$ cat src/rtl/uart_rx_cfg.sv
// Purpose    : parametrised UART receiver (5..9 data bits, none/odd/even parity, 1 or 2 stop bits)
//              with start-bit validation and parity / framing error reporting.
// Latency    : po_flag rises one sys_clk after the mid-bit decision of the final stop bit.
// Backpressure: none; the consumer must take po_data on the po_flag cycle (values hold until the next flag).
// Ports      : sys_clk, sys_rst (sync, active-high), rx (async serial, idle high)
//              po_data[DATA_BITS], po_flag (1-cycle strobe), po_parity_err, po_frame_err, busy
// Option     : define UART_RX_MAJORITY_EN for a 2-of-3 vote over the last three mid-bit samples.
module uart_rx_cfg #(
    parameter int UART_BPS  = 9600,
    parameter int CLK_FREQ  = 50_000_000,
    parameter int DATA_BITS = 8,
    parameter int PARITY    = 0,
    parameter int STOP_BITS = 1
) (
    input  logic                 sys_clk,
    input  logic                 sys_rst,
    input  logic                 rx,
    output logic [DATA_BITS-1:0] po_data,
    output logic                 po_flag,
    output logic                 po_parity_err,
    output logic                 po_frame_err,
    output logic                 busy
);

    localparam int BAUD_CNT_MAX = CLK_FREQ / UART_BPS;
    localparam int HALF         = BAUD_CNT_MAX / 2;
    localparam int CW           = $clog2(BAUD_CNT_MAX);
    localparam int BW           = $clog2(DATA_BITS + 1);

    typedef enum logic [2:0] {
        S_IDLE,
        S_START,
        S_DATA,
        S_PARITY,
        S_STOP
    } state_t;

    state_t               r_state;
    state_t               w_next;
    logic                 r_sync1;
    logic                 r_sync2;
    logic                 r_hist;
    logic [CW-1:0]        r_baud;
    logic [BW-1:0]        r_bit;
    logic [DATA_BITS-1:0] r_shift;
    logic                 r_par_err;
    logic                 r_frm_err;
    logic                 w_start_edge;
    logic                 w_decide;
    logic                 w_bit;
    logic                 w_last_data;
    logic                 w_last_stop;
    logic                 w_par;

    assign w_start_edge = (r_state == S_IDLE) && !r_sync2 && r_hist;
    assign w_decide     = (r_baud == CW'(HALF));
    assign w_last_data  = (r_bit == BW'(DATA_BITS - 1));
    assign w_last_stop  = (r_bit == BW'(STOP_BITS - 1));
    assign w_par        = ^r_shift;
    assign busy         = (r_state != S_IDLE);

`ifdef UART_RX_MAJORITY_EN
    // Two earlier samples are held; the third is the live synchroniser output
    // at HALF, so the decision lands on the same cycle as the single-sample build.
    logic r_v0;
    logic r_v1;

    always_ff @(posedge sys_clk) begin
        if (sys_rst) begin
            r_v0 <= 1'b1;
            r_v1 <= 1'b1;
        end else begin
            if (r_baud == CW'(HALF - 2)) r_v0 <= r_sync2;
            if (r_baud == CW'(HALF - 1)) r_v1 <= r_sync2;
        end
    end

    assign w_bit = (r_v0 & r_v1) | (r_v0 & r_sync2) | (r_v1 & r_sync2);
`else
    assign w_bit = r_sync2;
`endif

    always_ff @(posedge sys_clk) begin
        if (sys_rst) r_state <= S_IDLE;
        else         r_state <= w_next;
    end

    always_comb begin
        w_next = r_state;
        case (r_state)
            S_IDLE:   if (w_start_edge) w_next = S_START;
            S_START:  if (w_decide) w_next = w_bit ? S_IDLE : S_DATA;
            S_DATA:   if (w_decide && w_last_data) w_next = (PARITY != 0) ? S_PARITY : S_STOP;
            S_PARITY: if (w_decide) w_next = S_STOP;
            S_STOP:   if (w_decide && w_last_stop) w_next = S_IDLE;
            default:  w_next = S_IDLE;
        endcase
    end

    always_ff @(posedge sys_clk) begin
        if (sys_rst) begin
            r_sync1       <= 1'b1;
            r_sync2       <= 1'b1;
            r_hist        <= 1'b1;
            r_baud        <= '0;
            r_bit         <= '0;
            r_shift       <= '0;
            r_par_err     <= 1'b0;
            r_frm_err     <= 1'b0;
            po_data       <= '0;
            po_flag       <= 1'b0;
            po_parity_err <= 1'b0;
            po_frame_err  <= 1'b0;
        end else begin
            r_sync1 <= rx;
            r_sync2 <= r_sync1;
            r_hist  <= r_sync2;
            po_flag <= 1'b0;

            // Held at zero in IDLE, so a frame always enters START with a cleared counter.
            if (r_state == S_IDLE)                         r_baud <= '0;
            else if (r_baud == CW'(BAUD_CNT_MAX - 1))      r_baud <= '0;
            else                                           r_baud <= r_baud + 1'b1;

            case (r_state)
                S_IDLE: begin
                    if (w_start_edge) begin
                        r_bit     <= '0;
                        r_par_err <= 1'b0;
                        r_frm_err <= 1'b0;
                    end
                end
                S_DATA: begin
                    if (w_decide) begin
                        // LSB arrives first, so shifting in at the MSB leaves it at bit 0.
                        r_shift <= {w_bit, r_shift[DATA_BITS-1:1]};
                        r_bit   <= w_last_data ? '0 : r_bit + 1'b1;
                    end
                end
                S_PARITY: begin
                    if (w_decide) begin
                        r_par_err <= (PARITY == 1) ? ~(w_par ^ w_bit) : (w_par ^ w_bit);
                    end
                end
                S_STOP: begin
                    if (w_decide) begin
                        if (!w_bit) r_frm_err <= 1'b1;
                        if (w_last_stop) begin
                            r_bit         <= '0;
                            po_flag       <= 1'b1;
                            po_data       <= r_shift;
                            po_parity_err <= r_par_err;
                            po_frame_err  <= r_frm_err | ~w_bit;
                        end else begin
                            r_bit <= r_bit + 1'b1;
                        end
                    end
                end
                default: ;
            endcase
        end
    end

endmodule
$ cat config.mk
export PLATFORM = sky130hd
export DESIGN_NAME = uart_rx_cfg
export DESIGN_NICKNAME = d
export VERILOG_FILES = /design/src/rtl/uart_rx_cfg.sv
export SDC_FILE = /design/constraint.sdc
export NUM_CORES = 1
export LEC_CHECK = 0
export CORE_ASPECT_RATIO = 1.1
export CORE_MARGIN = 2
export CORE_UTILIZATION = 25
export CTS_CLUSTER_SIZE = 24
export DETAILED_ROUTE_END_ITERATION = 6
export DONT_BUFFER_PORTS = 1
export GPL_ROUTABILITY_DRIVEN = 0
export GPL_TIMING_DRIVEN = 0
export PLACE_DENSITY = 0.41
export SYNTH_ARGS = -nofsm -noshare
export SYNTH_HDL_FRONTEND = slang
export SYNTH_SLANG_ARGS = --single-unit
$ cat constraint.sdc
create_clock -name sys_clk -period 1.76 [get_ports sys_clk]
set_input_delay 0.264 -clock sys_clk [delete_from_list [all_inputs] [get_ports sys_clk]]
set_output_delay 0.264 -clock sys_clk [all_outputs]
set_load 0.01 [all_outputs]
==> impl_metrics.toml <==
[synth]
synth-seq-cells = 44
netlist_instances = 235
synth_top_area_share_pct = 44.5
muxShareOfSynthArea_pct = 0.506
synth_top_area_cell = "dfxtp_1"
synthesis.nets = 242
synth.area.top_cells = "dfxtp_1 45%, nand2_1 8.3%, a21oi_1 6.1%"
synth_top_family_by_area = "simple AND/OR/NAND/NOR gates"
synth_fa_ha_area_share_pct = 2.53
synth.distinct_cells = 40
yosysWarningCount = 0
netlist_area_um2 = 1980
ys_seq_area_share_pct = 44.5
synthXorXnorAreaFrac_pct = 8.22
synth_edf_count = 0
ys_async_sr_fraction_pct = 0
avgSynthCellArea_um2 = 8.42
synth-main-ff-cell = "dfxtp_1"
synth-compound-area-share_pct = 12.3
synthSimpleGateAreaFrac_pct = 28.6

[power]
p_per_area_nw_per_um2 = 877
vdd_drop_max_mv = 0.409
power_uw = 2140
combPwrFrac_pct = 2.6
seqPwrFrac_pct = 46.8
cellLeakagePower_uw = 0.000763
p_sw_share_pct = 19.3
power_frac_clock_pct = 50.6
switchingPower_uw = 413
p_int_uw = 1730

[clock_tree]
cts_sinks = 44
clock_path_buffers = 2
cts_buffers = 5
cts_tree = "done"
clk_latency_ns = 0.30
htreeDepth = 2
cts-root-buf = "clkbuf_8"
clk_pin_slew_ns = 0.09

[routing]
via_per_inst = 4.46
routed_wl_um = 4370
drc = 0
drtIter0Drc = 65
dr.pass1.iters = 4
wl_per_cell_um = 12.1
ant_nets = 0
vias = 1606

[die]
core-area_um2 = 7780
die_y_um = 97.3
start_util_pct = 25.4
design.portCount = 15
dieArea_um2 = 8650
die_w_um = 88.8
rows = 34

[grt]
grt_max_degree = 15
grt_pass1_vias = 1553
grt_usage_pct = 11.1
antenna_found_initial = 1
grt_pass1_wl_um = 7560
overflow = 0

[finish]
final_common_cell = "nand2_1"
final_cells = 360
drive_gt1_share_pct = 19.1
area_delta_synth_final_pct = 23.3
final_cell_mix = "41 x nand2_1, 39 x dfxtp_1, 24 x a21oi_1"
nets = 257

[timing]
relSlewSlack_pct = 61.2
finClkSkew_ns = 0.0117
finalHoldViolCount = 0
setup_tns_ns = 0
tightest_slew_ns = 0.583
period_minus_slack_ns = 1.71
min_period_over_period_pct = 97.3
maxSlewViolCount = 0
fmaxAchievable_mhz = 584
rsz0062_at_grt = "true"
setup_viol = 0

[worst_setup_path]
required_ns = 2.00
reg2reg_to = "r_bit[1]$_SDFFE_PP0P_"
reg2reg_depth = 7
worstPathArrival_ns = 1.95
critPathLaunchType = "flip-flop"
reg2reg_from = "r_baud[1]$_SDFF_PP0_"
cp_slowest_cell = "dfxtp_4"
critPathKind = "flip-flop to flip-flop"
r2r_slack_ns = 0.05
cpPeakStageDelay_ns = 0.37
crit_chain = "inv_4 -> ha_4 -> and4bb_2 -> nand3_4 -> o21a_4 -> or3b_1 -> a21oi_1"
cpLargestDelayFamily = "simple AND/OR/NAND/NOR gates"
critPathCaptureType = "flip-flop"
crit_fanout = 7
cp_num_buf_inv = 1

[worst_hold_path]
min_from = "rx"
hold_depth = 1
hold_end = "r_sync1$_SDFF_PP1_"
hold_path_class = "primary input to flip-flop"

[place]
numPlacedInstances = 343
portBuffers = 0
dp_hpwl_um = 3080

[job]
max-cap-violations = 0

[outcome]
status = "finished, final reports clean"
==> cell usage after synthesis, types with 2 or more instances <==
library cell  number
a31oi_1            2
nor4b_1            2
nor3b_1            2
nand3_1           14
a22oi_1            2
inv_1              9
a311oi_1           2
xnor2_1           10
nand2_1           44
or3b_1             2
o21a_1             2
a21o_1             2
o21ai_0            3
or3_1              5
and4_1             2
nor2_1            21
nor3_1             3
ha_1               4
or2_2              4
dfxtp_1           44
xor2_1             6
and4bb_1           2
nand4_1            2
a21oi_1           24
clkbuf_1           7
==> stage by stage <==
step	cell area, um^2	worst slack, ns	utilization [%]	hold WS (ns)
floorplan	1980	0.0876	-	0.368
global placement	2110	-0.180	27.2	0.368
detailed placement	2110	-0.167	27.2	0.371
CTS	2290	-0.0974	29.5	0.0539
global route	2440	-0.0198	31.4	0.0553
finish	2440	0.0470	31.4	0.0674
==> flip-flops by register name (all words and copies together), names as in the netlist <==
name,cells
r_par_err,1
r_bit,4
r_sync2,1
r_frm_err,1
po_data,8
r_baud,13
r_shift,8
po_frame_err,1
r_state,3
po_flag,1
r_hist,1
r_sync1,1
po_parity_err,1
==> per-layer routing <==
metal  track usage, %  vias to the layer above  wire (um)
met5                0                        -          0
met4             3.85                        0         65
met3             3.48                        7        194
met2             16.6                       16       2040
met1             14.8                      751       2070
li1                 -                      832          -
==> area by class of cell <==
class,count,area (um^2)
diodes,1,2.50
plain buffers,6,31.3
clock buffers,5,68.8
clock inverters,3,90.1
fillers,849,5340
inverters,9,36.3
multi-input cells,174,1110
flip-flops and latches,44,892
well taps,108,135
repair buffers,10,78.8
==> how the worst max path moves through the flow <==
stage | startpoint | end | slack [ns] | cells after the start
4_1_cts | r_baud[1]$_SDFF_PP0_ | r_bit[1]$_SDFFE_PP0P_ | -0.1 | 7
6_report | r_baud[1]$_SDFF_PP0_ | r_bit[1]$_SDFFE_PP0P_ | 0.05 | 7
5_1_grt | r_baud[0]$_SDFF_PP0_ | r_bit[1]$_SDFFE_PP0P_ | -0.02 | 7
3_5_place_dp | r_state[0]$_SDFFE_PP0P_ | r_baud[11]$_SDFF_PP0_ | -0.17 | 5
3_3_place_gp | r_bit[0]$_SDFFE_PP0P_ | po_data[3]$_SDFFE_PP0P_ | -0.18 | 8
2_1_floorplan | r_baud[0]$_SDFF_PP0_ | r_bit[1]$_SDFFE_PP0P_ | 0.09 | 7
==> logic make-up (layout without fill, tap and decap cells) <==
group | count (synthesis) | in the layout
simple gates | 112 | 112
flops | 44 | 44
compound gates | 40 | 40
xor+xnor | 17 | 17
buf+inv | 17 | 33
fa+ha+maj | 4 | 4
mux | 1 | 1
other cells | 0 | 1
==> power by group through the flow <==
stage / clock, uW / combinational (uW) / sequential [uW]
5_1_grt: 1150 / 63.1 / 1000
3_3_place_gp: 0 / 47.0 / 1030
2_1_floorplan: 0 / 33.5 / 1030
3_5_place_dp: 0 / 46.3 / 1030
4_1_cts: 1110 / 47.6 / 1000
6_report: 1080 / 56.3 / 1000
==> timing repair <==
| action | in CTS | in global routing |
|---|---|---|
| setup endpoints to repair | 30 | 35 |
| hold buffers | 0 | 0 |
| pin swaps | 0 | 10 |
| resized for setup | 9 | 22 |
| buffers inserted | 0 | 10 |
Power figures use the tool's default switching activity.
